## src/rtl/seq_gen_pkg.sv

```systemverilog
// Shared types for the parametrised sequence generator: recurrence modes,
// controller states and datapath control encodings.
package seq_gen_pkg;

  typedef enum logic [1:0] {
    FIB   = 2'b00,
    ARITH = 2'b01,
    SHIFT = 2'b10,
    SUB   = 2'b11
  } seq_mode_t;

  typedef enum logic [1:0] {
    IDLE = 2'b00,
    RUN  = 2'b01,
    DONE = 2'b10
  } seq_state_t;

  typedef enum logic [1:0] {
    AS_HOLD = 2'b00,
    AS_ADD  = 2'b01,
    AS_SUB  = 2'b10
  } as_ctl_t;

  typedef enum logic {
    SH_NONE = 1'b0,
    SH_LEFT = 1'b1
  } shift_ctl_t;

endpackage

```

## src/rtl/seq_gen_param_if.sv

```systemverilog
// Request/term bus of the sequence generator; master drives requests and
// stall, slave (the generator) returns terms and status.
interface seq_gen_param_if #(
  parameter int WIDTH = 16,
  parameter int CNT_W = 8
) ();
  import seq_gen_pkg::*;

  logic             start;
  seq_mode_t        mode;
  logic [WIDTH-1:0] seed0;
  logic [WIDTH-1:0] seed1;
  logic [CNT_W-1:0] n_terms;
  logic             stall;
  logic [WIDTH-1:0] seq_out;
  logic             valid;
  logic             busy;
  logic             done;
  logic             ovf;

  modport master (
    output start, mode, seed0, seed1, n_terms, stall,
    input  seq_out, valid, busy, done, ovf
  );

  modport slave (
    input  start, mode, seed0, seed1, n_terms, stall,
    output seq_out, valid, busy, done, ovf
  );
endinterface

```

## src/rtl/seq_gen_param_dp.sv

```systemverilog
// Datapath: R0/R1 registers, adder/subtractor with carry/borrow and a
// left shifter; reports the wrap event of the update being applied.
module seq_gen_param_dp
  import seq_gen_pkg::*;
#(
  parameter int WIDTH = 16
) (
  input  logic             clk,
  input  logic             reset,
  input  logic             load_seed,
  input  logic [WIDTH-1:0] seed0,
  input  logic [WIDTH-1:0] seed1,
  input  as_ctl_t          as_ctl,
  input  shift_ctl_t       shift_ctl,
  input  logic             r0_ld,
  input  logic             r1_ld,
  input  logic             r1_src,
  output logic [WIDTH-1:0] r0,
  output logic             ovf_evt
);

  logic [WIDTH-1:0] r0_r;
  logic [WIDTH-1:0] r1_r;
  logic             r1_wrap_r;
  logic [WIDTH:0]   sum_s;
  logic [WIDTH:0]   diff_s;
  logic [WIDTH-1:0] alu_s;
  logic             alu_c_s;
  logic [WIDTH-1:0] r0_nxt_s;

  assign sum_s  = {1'b0, r0_r} + {1'b0, r1_r};
  assign diff_s = {1'b0, r0_r} - {1'b0, r1_r};
  assign r0     = r0_r;

  // Adder/subtractor result and its carry or borrow.
  always_comb begin
    alu_s   = r0_r;
    alu_c_s = 1'b0;
    case (as_ctl)
      AS_ADD: begin
        alu_s   = sum_s[WIDTH-1:0];
        alu_c_s = sum_s[WIDTH];
      end
      AS_SUB: begin
        alu_s   = diff_s[WIDTH-1:0];
        alu_c_s = diff_s[WIDTH];
      end
      default: begin
        alu_s   = r0_r;
        alu_c_s = 1'b0;
      end
    endcase
  end

  // R0 source select. In the chained (Fibonacci) form the sum lands in R1
  // first, so the wrap is reported when that value moves into R0.
  always_comb begin
    r0_nxt_s = r0_r;
    ovf_evt  = 1'b0;
    if (shift_ctl == SH_LEFT) begin
      r0_nxt_s = {r0_r[WIDTH-2:0], 1'b0};
      ovf_evt  = r0_r[WIDTH-1];
    end else if (r1_src) begin
      r0_nxt_s = r1_r;
      ovf_evt  = r1_wrap_r;
    end else begin
      r0_nxt_s = alu_s;
      ovf_evt  = alu_c_s;
    end
  end

  // Operand registers plus the pending-wrap marker for R1.
  always_ff @(posedge clk or posedge reset) begin
    if (reset) begin
      r0_r      <= {WIDTH{1'b0}};
      r1_r      <= {WIDTH{1'b0}};
      r1_wrap_r <= 1'b0;
    end else if (load_seed) begin
      r0_r      <= seed0;
      r1_r      <= seed1;
      r1_wrap_r <= 1'b0;
    end else begin
      if (r0_ld) begin
        r0_r <= r0_nxt_s;
      end
      if (r1_ld) begin
        r1_r      <= alu_s;
        r1_wrap_r <= alu_c_s;
      end
    end
  end

endmodule

```

## src/rtl/seq_gen_param.sv

```systemverilog
// Top of the sequence generator: controller FSM, term counter and sticky
// overflow flag around the R0/R1 datapath.
module seq_gen_param
  import seq_gen_pkg::*;
#(
  parameter int WIDTH = 16,
  parameter int CNT_W = 8
) (
  input  logic            clk,
  input  logic            reset,
  seq_gen_param_if.slave  bus
);

  localparam logic [CNT_W-1:0] CNT_ONE  = CNT_W'(1);
  localparam logic [CNT_W-1:0] CNT_ZERO = {CNT_W{1'b0}};

  seq_state_t       state_r, state_nxt_s;
  seq_mode_t        mode_r;
  logic [CNT_W-1:0] cnt_r;
  logic             ovf_r;
  logic             advance_s;
  logic             load_seed_s;
  as_ctl_t          as_ctl_s;
  shift_ctl_t       shift_ctl_s;
  logic             r0_ld_s;
  logic             r1_ld_s;
  logic             r1_src_s;
  logic [WIDTH-1:0] r0_s;
  logic             ovf_evt_s;

  seq_gen_param_dp #(.WIDTH(WIDTH)) u_dp (
    .clk       (clk),
    .reset     (reset),
    .load_seed (load_seed_s),
    .seed0     (bus.seed0),
    .seed1     (bus.seed1),
    .as_ctl    (as_ctl_s),
    .shift_ctl (shift_ctl_s),
    .r0_ld     (r0_ld_s),
    .r1_ld     (r1_ld_s),
    .r1_src    (r1_src_s),
    .r0        (r0_s),
    .ovf_evt   (ovf_evt_s)
  );

  // Next-state and datapath control decode.
  always_comb begin
    state_nxt_s = state_r;
    load_seed_s = 1'b0;
    advance_s   = 1'b0;
    as_ctl_s    = AS_HOLD;
    shift_ctl_s = SH_NONE;
    r0_ld_s     = 1'b0;
    r1_ld_s     = 1'b0;
    r1_src_s    = 1'b0;
    case (state_r)
      IDLE: begin
        if (bus.start) begin
          load_seed_s = 1'b1;
          state_nxt_s = (bus.n_terms == CNT_ZERO) ? DONE : RUN;
        end else begin
          state_nxt_s = IDLE;
        end
      end
      RUN: begin
        if (!bus.stall) begin
          advance_s = 1'b1;
          r0_ld_s   = 1'b1;
          case (mode_r)
            FIB: begin
              as_ctl_s = AS_ADD;
              r1_ld_s  = 1'b1;
              r1_src_s = 1'b1;
            end
            ARITH:   as_ctl_s    = AS_ADD;
            SHIFT:   shift_ctl_s = SH_LEFT;
            SUB:     as_ctl_s    = AS_SUB;
            default: as_ctl_s    = AS_HOLD;
          endcase
          state_nxt_s = (cnt_r == CNT_ONE) ? DONE : RUN;
        end else begin
          state_nxt_s = RUN;
        end
      end
      DONE:    state_nxt_s = IDLE;
      default: state_nxt_s = IDLE;
    endcase
  end

  // Controller state, latched mode, term counter and sticky overflow.
  always_ff @(posedge clk or posedge reset) begin
    if (reset) begin
      state_r <= IDLE;
      mode_r  <= FIB;
      cnt_r   <= CNT_ZERO;
      ovf_r   <= 1'b0;
    end else begin
      state_r <= state_nxt_s;
      if (load_seed_s) begin
        mode_r <= bus.mode;
        cnt_r  <= bus.n_terms;
        ovf_r  <= 1'b0;
      end else if (advance_s) begin
        cnt_r <= cnt_r - CNT_ONE;
        ovf_r <= ovf_r | ovf_evt_s;
      end
    end
  end

  assign bus.seq_out = r0_s;
  assign bus.valid   = (state_r == RUN);
  assign bus.busy    = (state_r != IDLE);
  assign bus.done    = (state_r == DONE);
  assign bus.ovf     = ovf_r;

endmodule

```

## src/flat_wrapper.sv

```systemverilog
// flat-port wrapper written by rule: the top's interface ports become plain ports
module seq_gen_param_flat import seq_gen_pkg::*;
#(
  parameter int WIDTH = 16,
  parameter int CNT_W = 8
)
  (clk, reset, bus_start, bus_mode, bus_seed0, bus_seed1, bus_n_terms, bus_stall, bus_seq_out, bus_valid, bus_busy, bus_done, bus_ovf);
  seq_gen_param_if #(.WIDTH(WIDTH), .CNT_W(CNT_W)) bus_i ();
  input  logic clk;
  input  logic reset;
  input wire logic [$bits(bus_i.start)-1:0] bus_start;
  input wire logic [$bits(bus_i.mode)-1:0] bus_mode;
  input wire logic [$bits(bus_i.seed0)-1:0] bus_seed0;
  input wire logic [$bits(bus_i.seed1)-1:0] bus_seed1;
  input wire logic [$bits(bus_i.n_terms)-1:0] bus_n_terms;
  input wire logic [$bits(bus_i.stall)-1:0] bus_stall;
  output wire logic [$bits(bus_i.seq_out)-1:0] bus_seq_out;
  output wire logic [$bits(bus_i.valid)-1:0] bus_valid;
  output wire logic [$bits(bus_i.busy)-1:0] bus_busy;
  output wire logic [$bits(bus_i.done)-1:0] bus_done;
  output wire logic [$bits(bus_i.ovf)-1:0] bus_ovf;
  assign bus_i.start = bus_start;
  assign bus_i.mode = bus_mode;
  assign bus_i.seed0 = bus_seed0;
  assign bus_i.seed1 = bus_seed1;
  assign bus_i.n_terms = bus_n_terms;
  assign bus_i.stall = bus_stall;
  assign bus_seq_out = bus_i.seq_out;
  assign bus_valid = bus_i.valid;
  assign bus_busy = bus_i.busy;
  assign bus_done = bus_i.done;
  assign bus_ovf = bus_i.ovf;
  seq_gen_param #(.WIDTH(WIDTH), .CNT_W(CNT_W)) u_core (.clk(clk), .reset(reset), .bus(bus_i));
endmodule
```

## config.mk

```make
export PLATFORM = sky130hd
export DESIGN_NAME = seq_gen_param_flat
export DESIGN_NICKNAME = d
export VERILOG_FILES = /design/src/rtl/seq_gen_pkg.sv /design/src/rtl/seq_gen_param_if.sv /design/src/rtl/seq_gen_param_dp.sv /design/src/rtl/seq_gen_param.sv /design/src/flat_wrapper.sv
export SDC_FILE = /design/constraint.sdc
export NUM_CORES = 1
export LEC_CHECK = 0
export CAP_MARGIN = 20
export CORE_ASPECT_RATIO = 0.6
export CORE_MARGIN = 2
export CORE_UTILIZATION = 45
export CTS_CLUSTER_DIAMETER = 40
export DETAILED_ROUTE_END_ITERATION = 6
export GPL_TIMING_DRIVEN = 0
export PLACE_DENSITY = 0.69
export SLEW_MARGIN = 20
export SYNTH_ARGS = -nofsm -noshare
export SYNTH_HDL_FRONTEND = slang
export SYNTH_SLANG_ARGS = --single-unit
```

## constraint.sdc

```tcl
create_clock -name clk -period 3.9 [get_ports clk]
set_input_delay 0.78 -clock clk [delete_from_list [all_inputs] [get_ports clk]]
set_output_delay 0.78 -clock clk [all_outputs]
set_load 0.01 [all_outputs]
```

## Word-level counts from Yosys, hierarchy flattened

Cells that the tools add are included.

- Bits in registers: 46
- Memories kept: 0
- ROM bits: 0
- RAM bits: 0
- Input bits: 46
- Word-level logic and storage cells: 60
- Bits in latches: 0
- Output and inout bits: 20

- Shift operators: 0
- Div/mod/pow operators: 0
- Multipliers: 0
- Add/subtract/negate cells: 3
- Equality and inequality tests: 8
- Reduce and logical (&&, ||, !) cells: 7
- Multiplexer cells: 34
- Magnitude comparators: 0
- Bitwise logic cells: 1

Operators with widths:

| cell | count |
|---|---|
| $mux 16 | 6 |
| $pmux 16 s2 | 1 |
| $add 16x16->17 | 1 |
| $sub 16x16->17 | 1 |
| $mux 1 | 16 |
| $mux 8 | 2 |
| $mux 2 | 6 |
| $eq 2x2->1 const B | 4 |
| $eq 8x1->1 const B | 1 |
| $logic_not 8->1 | 1 |
| $pmux 2 s2 | 2 |
| $sub 8x1->8 const B | 1 |
| $eq 2x1->1 const B | 3 |
| $reduce_bool 2->1 | 3 |
| $logic_not 2->1 | 2 |
| $pmux 1 s2 | 1 |
| $reduce_or 2->1 | 1 |
| $or 1x1->1 | 1 |

## Logic depth before layout (Yosys ltp)

Gate-level depths: netlist of run 1.

- Depth after elaboration: 12
- Depth in mapped cells: 15
- Mapped depth without buffers: 14

## By module

A second synthesis of run 1 with hierarchy kept.

- Cells, all modules: 591
- Area, all modules: 4600.7 µm²

Modules (own cells, without submodules):

| module | cells an instance | instances | sequential area each (µm²) | area each (µm²) |
|---|---|---|---|---|
| seq_gen_param_dp | 510 | 1 | 825.8 | 3843.7 |
| seq_gen_param | 81 | 1 | 325.3 | 757.0 |

## Least setup slack after synthesis of run 1

Ideal clock, no wire load.

- Kind: input to register
- From: in bus_stall
- To: reg u_core.u_dp.r0_r[3], in the netlist u_core.u_dp.r0[3]
- Data arrival time: 3022 ps
- Required time: 3823 ps
- Setup slack: 800 ps
- Cell stages on the path: 11
- Cells stage by stage: or2_2 nor2_1 nor2_1 nand2_1 inv_1 ha_1 clkbuf_1 clkbuf_1 a21oi_1 a211o_1 a21oi_1

- Cells in the longest elaborated chain, start to end: 8
- Elaborated cells on any way between the ends: 16
- Classes of those cells: eq/ne (2); mux (13); reduce/logical (1)

RTL lines:

| element | RTL line | text |
|---|---|---|
| start: declaration | flat_wrapper.sv:16 | `input wire logic [$bits(bus_i.stall)-1:0] bus_stall;` |
| $mux 2 | seq_gen_param.sv:66 | `if (!bus.stall) begin` |
| $mux 2 | seq_gen_param.sv:56 | `case (state_r)` |
| $eq 2x2->1 / $eq 2x1->1 (equally long branches) | seq_gen_param_dp.sv:39 | `case (as_ctl)` |
| $pmux 16 s2 | seq_gen_param_dp.sv:39 |  |
| $mux 16 | seq_gen_param_dp.sv:63 | `end else if (r1_src) begin` |
| $mux 16 | seq_gen_param_dp.sv:60 | `if (shift_ctl == SH_LEFT) begin` |
| $mux 16 | seq_gen_param_dp.sv:83 | `if (r0_ld) begin` |
| $mux 16 | seq_gen_param_dp.sv:78 | `end else if (load_seed) begin` |
| end signal: assignment | seq_gen_param_dp.sv:75 | `r0_r <= {WIDTH{1'b0}};` |
| end signal: assignment | seq_gen_param_dp.sv:84 | `r0_r <= r0_nxt_s;` |
| end: declaration | seq_gen_param_dp.sv:22 | `logic [WIDTH-1:0] r0_r;` |

Parallel ways exist; a longest one is shown, timed or not. The select of a mux whose other input is x is not followed.
A chain may end at the register's enable or synchronous reset.

## Worst setup path after layout of run 1

- From: in bus_stall
- To: reg u_core.u_dp.r0_r[9], in the netlist u_core.u_dp.r0[9]

Same word-level chain as after synthesis.

==> impl_metrics.ini, run 1 <==
[clock_network]
numClockSinks = 46
clk_latency_ps = 300
root_buffer = sky130_fd_sc_hd__clkbuf_16
clk_transition_reported_paths_ps = 70
numCtsBuffers = 5
htreeDepth = 2
cts_buffer_depth = 2
cts_tree = built

[worst_setup_path]
cp_num_cells = 12
cpMaxStageDelayCell = sky130_fd_sc_hd__clkdlybuf4s50_1
crit_path_end_kind = flip-flop
timing.critical_path.cells = clkdlybuf4s50_1 -> or2_2 -> clkbuf_2 -> nor2_2 -> nand2_1 -> inv_1 -> ha_2 -> clkbuf_2 -> clkbuf_2 -> a221oi_1 -> a21oi_1 -> a31oi_1
worst_r2r_startpoint = u_core.mode_r[1]$_DFFE_PP0P_
worst-path-max-fanout = 10
ff2ff_setup_slack_ps = 330
critical_path.startpoint = bus_stall
cell_type_group_with_the_largest_total_delay_on_the_critical_path = buffers and inverters
setup.worst_path.end = u_core.u_dp.r0[9]$_DFFE_PP0P_
cp_data_arrival_time_ps = 3980
worstReg2RegEnd = u_core.u_dp.r0[9]$_DFFE_PP0P_
worst-endpoint-required_ps = 4110
worst_path_most_repeated_cell = sky130_fd_sc_hd__clkbuf_2
cp.buffers_inverters = 5
critical_path.max_stage_delay_ps = 510
crit_path_start_kind = input pin
r2r_worst_path_depth = 11
timing_worst_setup_path_type = input pin to flip-flop

[cells_and_area]
design.final.nets = 693
antennaDiodeCount = 0
area_growth_syn_to_layout_pct = 24.4
postLayoutCoreUtil_pct = 57.9
drive_above_1_share_pct = 7.39
mostFrequentLayoutCell = sky130_fd_sc_hd__clkdlybuf4s50_1
final_cell_mix = sky130_fd_sc_hd__clkdlybuf4s50_1, sky130_fd_sc_hd__nand2_1, sky130_fd_sc_hd__dfrtp_1, sky130_fd_sc_hd__nor2_1, sky130_fd_sc_hd__a21oi_1

[route]
drtAntennaViolNets = 0
drt_wl_total_mm = 16.4
detail_route.first_pass.iterations = 5
via_per_inst = 6.24
drt_drc_violations_left = 0
routed_via_count = 4609
initialDrtViolationCount = 587
post_drt_wl_per_cell_um = 22.2

[timing]
number_of_hold_violations_in_the_final_report = 0
timing.final.max_slew_violations = 0
final_period_minus_worst_setup_slack_ps = 3770
clock_skew_ps = 8.90
final_min_period_over_clock_period_pct = 96.8
setup_viol = 0
tightestPinTransition_ps = 1060
maxClockFrequency_mhz = 265
final.hold.worst_slack_ps = 521
max-slew-margin-rel_pct = 29.3

[power]
power.ir.vdd_worst_v = 0.000390
leakage_component_of_the_power_nw = 2.20
power.density_nw_per_um2 = 1010

[synth]
synth_top_family_by_area = compound AO/OA/AOI/OAI gates
async_flop_share_pct = 100
synth_mux_area_share_pct = 2.13
synth_area_in_xor_xnor_pct = 3.27
synthFlopType = sky130_fd_sc_hd__dfrtp_1
synth_compound_gate_area_share_pct = 33.5
ys_ff_latch = 46
synth-adder-area-share_pct = 11.4
synth.yosys.warnings = 0
synthSimpleGateAreaFrac_pct = 16.0
synth_cells = 534
synth.avg_cell_area_um2 = 8.03
synth.cell_area_um2 = 4290
ys_types = 72
synth_nets = 618
sequential_element_share_of_the_synthesized_area_pct = 26.8
synth_edf_count = 0

[floorplan]
fp-row-count = 27
die_h_um = 79.6
initial_utilization_pct = 46.5
chip_width_um = 130
design.core.area_um2 = 9220
die_area_um2 = 10400
ioPinCount = 66

[placed_design]
detailedPlacementHpwl_mm = 12.3
gp_congestion = 1.00
placement.io_buffers = 65

[global_routing]
antenna_found_initial = 0
overflow = 0
number_of_global_route_vias_before_repair = 4447
groute.usage.overall_pct = 32.8
grt_first_pass_wirelength_mm = 25.3
grt_start_max_net_pins = 31

[run]
max_cap_viol_count = 0

[status]
status = completed

[worst_hold_path]
hold_path_class = flip-flop to flip-flop
## synth_stat cells, types with 3 or more instances
| master | instances | share of area (%) |
|---|---|---|
| sky130_fd_sc_hd__a211o_1 | 3 | 0.61 |
| sky130_fd_sc_hd__a211oi_1 | 10 | 1.8 |
| sky130_fd_sc_hd__a21o_1 | 4 | 0.70 |
| sky130_fd_sc_hd__a21oi_1 | 40 | 4.7 |
| sky130_fd_sc_hd__a221o_1 | 6 | 1.4 |
| sky130_fd_sc_hd__a221oi_1 | 5 | 1.0 |
| sky130_fd_sc_hd__a22o_1 | 3 | 0.61 |
| sky130_fd_sc_hd__a22oi_1 | 19 | 3.3 |
| sky130_fd_sc_hd__a311oi_1 | 6 | 1.2 |
| sky130_fd_sc_hd__a31oi_1 | 6 | 0.88 |
| sky130_fd_sc_hd__and2_1 | 4 | 0.58 |
| sky130_fd_sc_hd__buf_1 | 3 | 0.26 |
| sky130_fd_sc_hd__buf_2 | 6 | 0.70 |
| sky130_fd_sc_hd__clkbuf_1 | 26 | 2.3 |
| sky130_fd_sc_hd__dfrtp_1 | 46 | 27 |
| sky130_fd_sc_hd__ha_1 | 36 | 11 |
| sky130_fd_sc_hd__inv_1 | 38 | 3.3 |
| sky130_fd_sc_hd__mux2i_1 | 8 | 1.9 |
| sky130_fd_sc_hd__nand2_1 | 47 | 4.1 |
| sky130_fd_sc_hd__nand2b_1 | 4 | 0.58 |
| sky130_fd_sc_hd__nand3_1 | 10 | 1.2 |
| sky130_fd_sc_hd__nand4_1 | 4 | 0.58 |
| sky130_fd_sc_hd__nor2_1 | 47 | 4.1 |
| sky130_fd_sc_hd__nor2b_1 | 7 | 1.0 |
| sky130_fd_sc_hd__nor3_1 | 6 | 0.70 |
| sky130_fd_sc_hd__nor4_1 | 4 | 0.58 |
| sky130_fd_sc_hd__o211ai_1 | 5 | 0.88 |
| sky130_fd_sc_hd__o21ai_0 | 23 | 2.7 |
| sky130_fd_sc_hd__o21ai_1 | 21 | 2.5 |
| sky130_fd_sc_hd__o221ai_1 | 8 | 1.6 |
| sky130_fd_sc_hd__o22ai_1 | 4 | 0.58 |
| sky130_fd_sc_hd__o31a_1 | 3 | 0.61 |
| sky130_fd_sc_hd__o31ai_1 | 6 | 1.1 |
| sky130_fd_sc_hd__or2_2 | 3 | 0.44 |
| sky130_fd_sc_hd__or3_1 | 5 | 0.73 |
| sky130_fd_sc_hd__xnor2_1 | 12 | 2.5 |
| sky130_fd_sc_hd__xor2_1 | 4 | 0.82 |
## state kept, by name, summed over array words and instances, names as in the netlist
signal	count
u_core.u_dp.r0	16
u_core.u_dp.r1_r	16
u_core.cnt_r	8
u_core.mode_r	2
u_core.u_dp.r1_wrap_r	1
u_core.state_r	2
u_core.bus.ovf	1
## report_power, final
group          internal, W  switching [W]
registers         0.000695       0.000287
clock network     0.000317       0.000195
logic              0.00150        0.00237
total              0.00251        0.00285
## logic make-up (layout without fill, tap and decap cells)
family	after synthesis	count (layout)
and+or+nand+nor	148	148
DFF	46	46
AOI/OAI and AO/OA	202	202
muxes	9	9
buffers and inverters	75	150
adders and majority gates	38	38
xor gates and xnor gates	16	16
## cell type report
type	count	area [µm²]
Sequential cell	46	1150
Clock inverter	1	30.0
Clock buffer	6	139
Multi-Input combinational cell	413	2860
Buffer	35	155
Fill cell	884	3890
Timing Repair Buffer	69	693
Inverter	39	148
Tap cell	130	163
## what timing repair did
item / in CTS / in global routing
setup endpoints to repair: 31 / 12
gates resized for setup: 8 / 5
hold buffers: 0 / 0
buffers inserted: 0 / 3
pin swaps: 0 / 1
## routing by layer
metal	global-route usage, %	share of wire, %	up-vias
li1	-	-	2122
met1	47.8	47	2230
met2	48.2	42	248
met3	9.85	11	9
met4	5.70	0.63	0
met5	0	0	-
## through the flow
step	power (W)	std cells	TNS (ps)	instance area [µm²]	setup WS [ps]
after global routing	0.00575	739	-5.73	5340	-5.73
after global placement	0.00459	729	-30820	5100	-1230
after detailed placement	0.00467	730	-18120	5120	-847
after CTS	0.00522	737	0	5310	36.6
after floorplan	0.00352	534	0	4290	800
final	0.00536	739	0	5340	126
## how the worst min path moves through the flow
| stage | cells after the start | start | end |
|---|---|---|---|
| final | 1 | u_core.cnt_r[7]$_DFFE_PP0P_ | u_core.cnt_r[7]$_DFFE_PP0P_ |
| after CTS | 1 | u_core.cnt_r[7]$_DFFE_PP0P_ | u_core.cnt_r[7]$_DFFE_PP0P_ |
| after global routing | 1 | u_core.cnt_r[4]$_DFFE_PP0P_ | u_core.cnt_r[4]$_DFFE_PP0P_ |
| after global placement | 2 | u_core.u_dp.r1_wrap_r$_DFFE_PP0P_ | u_core.u_dp.r1_wrap_r$_DFFE_PP0P_ |
| after detailed placement | 1 | u_core.cnt_r[7]$_DFFE_PP0P_ | u_core.cnt_r[7]$_DFFE_PP0P_ |
| after floorplan | 2 | u_core.u_dp.r1_wrap_r$_DFFE_PP0P_ | u_core.u_dp.r1_wrap_r$_DFFE_PP0P_ |
Power figures use the tool's default switching activity.
==> run 2: changes to the inputs <==
Settings changed: SLEW_MARGIN 20 to not set.
==> run 2 against run 1 <==
Worst hold slack improved by 4.0 ps. First-iteration DRC count down 9.2%. Clock-buffer cell count is the same. Critical endpoint is now u_core.u_dp.r0[5]$_DFFE_PP0P_. Critical path depth unchanged. Non-clock buffer count down 2. Utilization fell by 0.18 points. Total power fell by 0.43%. Combinational power barely moved. Fmax rose by 0.27%. Global-route usage decreased by 0.31 points.
==> impl_metrics.ini, run 2 (synthesis gave the netlist of run 1 again) <==
[floorplan]
initial_utilization_pct = 46.5
ioPinCount = 66
die_area_um2 = 10400
design.core.area_um2 = 9220
chip_width_um = 130
fp-row-count = 27
die_h_um = 79.6

[power]
power.density_nw_per_um2 = 1000
internal-power_w = 0.00250
clock_power_share_pct = 9.7
post-layout-total-power_w = 0.00534
switching_power_w = 0.00284
power.ir.vdd_worst_v = 0.000414
switching_share_pct = 53.1
leakage_component_of_the_power_nw = 2.18
seqPwrFrac_pct = 18.3
power.share.combinational_pct = 72.0

[cells_and_area]
area_growth_syn_to_layout_pct = 24.0
design.final.nets = 691
fillCellCount = 864
final_cell_mix = sky130_fd_sc_hd__clkdlybuf4s50_1, sky130_fd_sc_hd__nand2_1, sky130_fd_sc_hd__dfrtp_1, sky130_fd_sc_hd__nor2_1, sky130_fd_sc_hd__a21oi_1
mostFrequentLayoutCell = sky130_fd_sc_hd__clkdlybuf4s50_1
drive_above_1_share_pct = 7.08
postLayoutCoreUtil_pct = 57.7

[clock_network]
root_buffer = sky130_fd_sc_hd__clkbuf_16
htreeDepth = 2
clk_transition_reported_paths_ps = 70
cts_buffer_depth = 2
clk_latency_ps = 300
cts_tree = built
numClockSinks = 46
numCtsBuffers = 5
cts-hold-fix-buffers = 0

[worst_setup_path]
worst-endpoint-required_ps = 4070
crit_path_start_kind = input pin
cp_data_arrival_time_ps = 3940
r2r_worst_path_depth = 11
worst-path-max-fanout = 10
timing_worst_setup_path_type = input pin to flip-flop
crit_path_end_kind = flip-flop

[route]
drtAntennaViolNets = 0
drt_drc_violations_left = 0
drt_wl_total_mm = 16.4
post_drt_wl_per_cell_um = 22.2
via_per_inst = 6.28
detail_route.first_pass.iterations = 5
initialDrtViolationCount = 533
routed_via_count = 4635

[timing]
clock_skew_ps = 8.24
rsz0062_at_grt = false
tightestPinTransition_ps = 1100
number_of_hold_violations_in_the_final_report = 0
final.setup.tns_ps = 0
timing.final.max_slew_violations = 0
max-slew-margin-rel_pct = 26.4
final_min_period_over_clock_period_pct = 96.5
setup_viol = 0
final_period_minus_worst_setup_slack_ps = 3760
maxClockFrequency_mhz = 266

[worst_hold_path]
timing.hold.worst_path_depth = 1
hold_path_class = flip-flop to flip-flop

[status]
status = completed

[placed_design]
gp_congestion = 1.00
detailedPlacementHpwl_mm = 12.4
placement.io_buffers = 65

[global_routing]
number_of_global_route_vias_before_repair = 4388
overflow = 0
groute.usage.overall_pct = 32.5
grt_first_pass_wirelength_mm = 25.1
grt_start_max_net_pins = 31
antenna_found_initial = 1

[run]
max_cap_viol_count = 0
==> run 2: changes by cell type in the layout (fill, tap and decap cells not counted), sizes merged <==
cell / before / now
diode: 0 / 1
clkbuf: 33 / 31
==> run 2: cell type report <==
cell class / count / area (µm²) / area share [%]
Antenna cell: 1 / 2.50 / 0.0470
Buffer: 35 / 153 / 2.87
Clock buffer: 6 / 139 / 2.61
Clock inverter: 1 / 30.0 / 0.564
Inverter: 39 / 148 / 2.78
Multi-Input combinational cell: 413 / 2850 / 53.6
Sequential cell: 46 / 1150 / 21.6
Tap cell: 130 / 163 / 3.06
Timing Repair Buffer: 67 / 682 / 12.8
==> run 2: through the flow <==
stage	instances	hold slack, ps	setup slack, ps	instance area (µm²)
finish	738	525	136	5320
global placement	729	489	-1230	5100
global route	737	553	16.2	5320
CTS	738	518	58.6	5320
floorplan	534	469	800	4290
detailed placement	731	506	-657	5130
==> run 2: repair_timing <==
item | in CTS | in global routing
hold endpoints to repair | 0 | 0
setup endpoints to repair | 22 | 20
buffers inserted | 0 | 0
gates resized for setup | 8 | 5
==> run 2: power by group through the flow <==
stage	sequential, W	combinational (W)	clock (W)
floorplan	0.000931	0.00259	0
global placement	0.000964	0.00363	0
detailed placement	0.000978	0.00370	0
CTS	0.000970	0.00373	0.000518
global route	0.00101	0.00420	0.000535
finish	0.000980	0.00385	0.000516
==> run 2: path summary, 6_finish.rpt <==
check | startpoint | endpoint | slack, ps
setup / recovery | bus_stall | u_core.u_dp.r0[5]$_DFFE_PP0P_ | 140
hold / removal | u_core.cnt_r[7]$_DFFE_PP0P_ | u_core.cnt_r[7]$_DFFE_PP0P_ | 530
setup reg to reg | u_core.mode_r[1]$_DFFE_PP0P_ | u_core.u_dp.r0[9]$_DFFE_PP0P_ | 320
hold reg to reg | u_core.cnt_r[7]$_DFFE_PP0P_ | u_core.cnt_r[7]$_DFFE_PP0P_ | 530
max in group asynchronous | reset | u_core.u_dp.r1_r[5]$_DFFE_PP0P_ | 2580
min in group asynchronous | reset | u_core.cnt_r[4]$_DFFE_PP0P_ | 790
==> run 2: layer usage <==
layer	track usage [%]	part of all wire (%)
met1	49.3	48
met2	46.0	41
met3	8.24	10
met5	0	0
met4	6.67	1.3
==> run 2: worst max-delay path: stages <==
cell and delay [ps]:
sky130_fd_sc_hd__clkdlybuf4s50_1 500, sky130_fd_sc_hd__or2_2 370, sky130_fd_sc_hd__nor2_2 360, sky130_fd_sc_hd__nor2_2 110, sky130_fd_sc_hd__nand2_1 130, sky130_fd_sc_hd__inv_1 70
sky130_fd_sc_hd__ha_2 340, sky130_fd_sc_hd__inv_1 50, sky130_fd_sc_hd__clkbuf_2 240, sky130_fd_sc_hd__a311oi_1 510, sky130_fd_sc_hd__a311oi_1 160, sky130_fd_sc_hd__a221o_1 310
==> run 3: changes to the inputs <==
Settings changed: PLACE_DENSITY 0.69 to 0.8, REMOVE_ABC_BUFFERS set to 1, SETUP_SLACK_MARGIN set to 0.3.
==> run 3 against run 2 <==
Register-to-register slack better by 420 ps. Clock power decreased by 9.9%. Highest routed layer unchanged. Routed wire length decreased by 9.6%. Utilization fell by 0.33 points. Cell area fell by 0.56%.
==> impl_metrics.ini, run 3 (synthesis gave the netlist of run 1 again) <==
[placed_design]
placement.io_buffers = 65
detailedPlacementHpwl_mm = 10.1
gp_congestion = 0.974
placement.setup.worst_slack_ps = -1980
dpl-instance-area_um2 = 5010

[clock_network]
htreeDepth = 2
root_buffer = sky130_fd_sc_hd__clkbuf_16
numClockSinks = 46
cts_tree = built
cts_buffer_depth = 2
clk_latency_ps = 300
cts-hold-fix-buffers = 0
clk_transition_reported_paths_ps = 70
numCtsBuffers = 5

[run]
max_cap_viol_count = 0

[power]
seqPwrFrac_pct = 19.9
power.density_nw_per_um2 = 993
power.share.combinational_pct = 71.3
leakage_component_of_the_power_nw = 2.15
internal-power_w = 0.00250
clock_power_share_pct = 8.8
switching_share_pct = 52.3
switching_power_w = 0.00275
power.ir.vdd_worst_v = 0.000363

[worst_setup_path]
crit_path_end_kind = flip-flop
crit_path_start_kind = input pin
cp_data_arrival_time_ps = 3670
r2r_worst_path_depth = 12
worst-endpoint-required_ps = 4090
timing_worst_setup_path_type = input pin to flip-flop
worst-path-max-fanout = 11

[floorplan]
chip_width_um = 130
die_h_um = 79.6
initial_utilization_pct = 46.5
die_area_um2 = 10400
fp-row-count = 27
ioPinCount = 66
design.core.area_um2 = 9220

[cells_and_area]
antennaDiodeCount = 0
fillCellCount = 816
area_growth_syn_to_layout_pct = 23.3
drive_above_1_share_pct = 7.71
stdcell_area_um2 = 5290
design.final.nets = 667
mostFrequentLayoutCell = sky130_fd_sc_hd__clkdlybuf4s50_1
final_cell_mix = sky130_fd_sc_hd__clkdlybuf4s50_1, sky130_fd_sc_hd__nand2_1, sky130_fd_sc_hd__dfrtp_1, sky130_fd_sc_hd__nor2_1, sky130_fd_sc_hd__a21oi_1

[global_routing]
grt_start_max_net_pins = 45
overflow = 0
grt_first_pass_wirelength_mm = 22.7
groute.usage.overall_pct = 28.4
number_of_global_route_vias_before_repair = 4299
antenna_found_initial = 0

[timing]
setup_ws_ps = 416
clock_skew_ps = 7.91
maxClockFrequency_mhz = 287
final_period_minus_worst_setup_slack_ps = 3480
max-slew-margin-rel_pct = 24.3
timing.final.max_slew_violations = 0
tightestPinTransition_ps = 1130
setup_viol = 0
rsz0062_at_grt = false
final_min_period_over_clock_period_pct = 89.3
number_of_hold_violations_in_the_final_report = 0

[route]
detail_route.first_pass.iterations = 5
post_drt_wl_per_cell_um = 20.7
drt_wl_total_mm = 14.8
drt_drc_violations_left = 0
initialDrtViolationCount = 485
via_per_inst = 6.43
drtAntennaViolNets = 0
routed_via_count = 4588

[worst_hold_path]
timing.hold.worst_path_depth = 1
hold_path_class = flip-flop to flip-flop

[status]
status = completed
==> run 3: cell types whose count changed in the layout (fill, tap and decap cells not counted), sizes merged <==
cell      previous run  this run
clkbuf              31         7
clkinvlp             0         3
inv                 38        36
bufinv               1         0
diode                1         0
or2                  5         6
==> run 3: layer usage <==
metal  wire length (µm)  track usage [%]
met3               1710             7.91
met2               6220             41.2
met1               6620             40.3
met5                  0                0
met4                247             9.68
==> run 3: power groups by stage <==
stage	Clock (W)	Sequential, W	Combinational (W)
after global placement	0	0.00104	0.00330
after CTS	0.000468	0.00103	0.00358
after floorplan	0	0.000985	0.00247
after global routing	0.000480	0.00107	0.00407
after detailed placement	0	0.00103	0.00347
final	0.000465	0.00104	0.00375
==> run 3: cell type report <==
type                            count  area [µm²]  area share (%)
Multi-Input combinational cell    414        2890            54.6
Sequential cell                    46        1150            21.8
Timing Repair Buffer               77         781            14.8
Tap cell                          130         163            3.07
Inverter                           39         158            2.98
Clock buffer                        7         143            2.70
Clock inverter                      1        5.00          0.0946
==> run 3: final timing paths <==
| check | endpoint | slack (ps) | from |
|---|---|---|---|
| max | u_core.u_dp.r0[5]$_DFFE_PP0P_ | 420 | bus_stall |
| min | u_core.cnt_r[7]$_DFFE_PP0P_ | 510 | u_core.cnt_r[7]$_DFFE_PP0P_ |
| max reg2reg | u_core.u_dp.r0[0]$_DFFE_PP0P_ | 740 | u_core.mode_r[1]$_DFFE_PP0P_ |
| min reg2reg | u_core.cnt_r[7]$_DFFE_PP0P_ | 510 | u_core.cnt_r[7]$_DFFE_PP0P_ |
| max in group asynchronous | u_core.u_dp.r1_r[0]$_DFFE_PP0P_ | 2570 | reset |
| min in group asynchronous | u_core.u_dp.r1_r[15]$_DFFE_PP0P_ | 800 | reset |
==> run 3: per-stage QoR <==
stage	instances	total power [W]	hold WS, ps	util (%)	TNS, ps
floorplan	498	0.00345	469	-	0
global placement	693	0.00434	488	53.7	-38920
detailed placement	695	0.00450	497	54.3	-40950
CTS	708	0.00508	511	56.7	0
global route	714	0.00562	526	57.4	0
finish	714	0.00525	510	57.4	0
==> run 3: worst max-delay path: stages <==
cell and delay, ps:
sky130_fd_sc_hd__clkdlybuf4s50_1 520, sky130_fd_sc_hd__or2_4 370, sky130_fd_sc_hd__nor2_4 160, sky130_fd_sc_hd__nor2_1 100, sky130_fd_sc_hd__nand2_1 160, sky130_fd_sc_hd__inv_1 90, sky130_fd_sc_hd__ha_4 320, sky130_fd_sc_hd__clkinvlp_4 110
sky130_fd_sc_hd__nand2_1 190, sky130_fd_sc_hd__nor2_1 100, sky130_fd_sc_hd__a311oi_1 290, sky130_fd_sc_hd__a311oi_1 150, sky130_fd_sc_hd__a221o_1 310
==> run 3: what timing repair did <==
item | in CTS | in global routing
pin swaps | 2 | 2
setup endpoints to repair | 34 | 12
gates resized for setup | 8 | 2
setup buffers | 5 | 4
gates cloned | 0 | 1
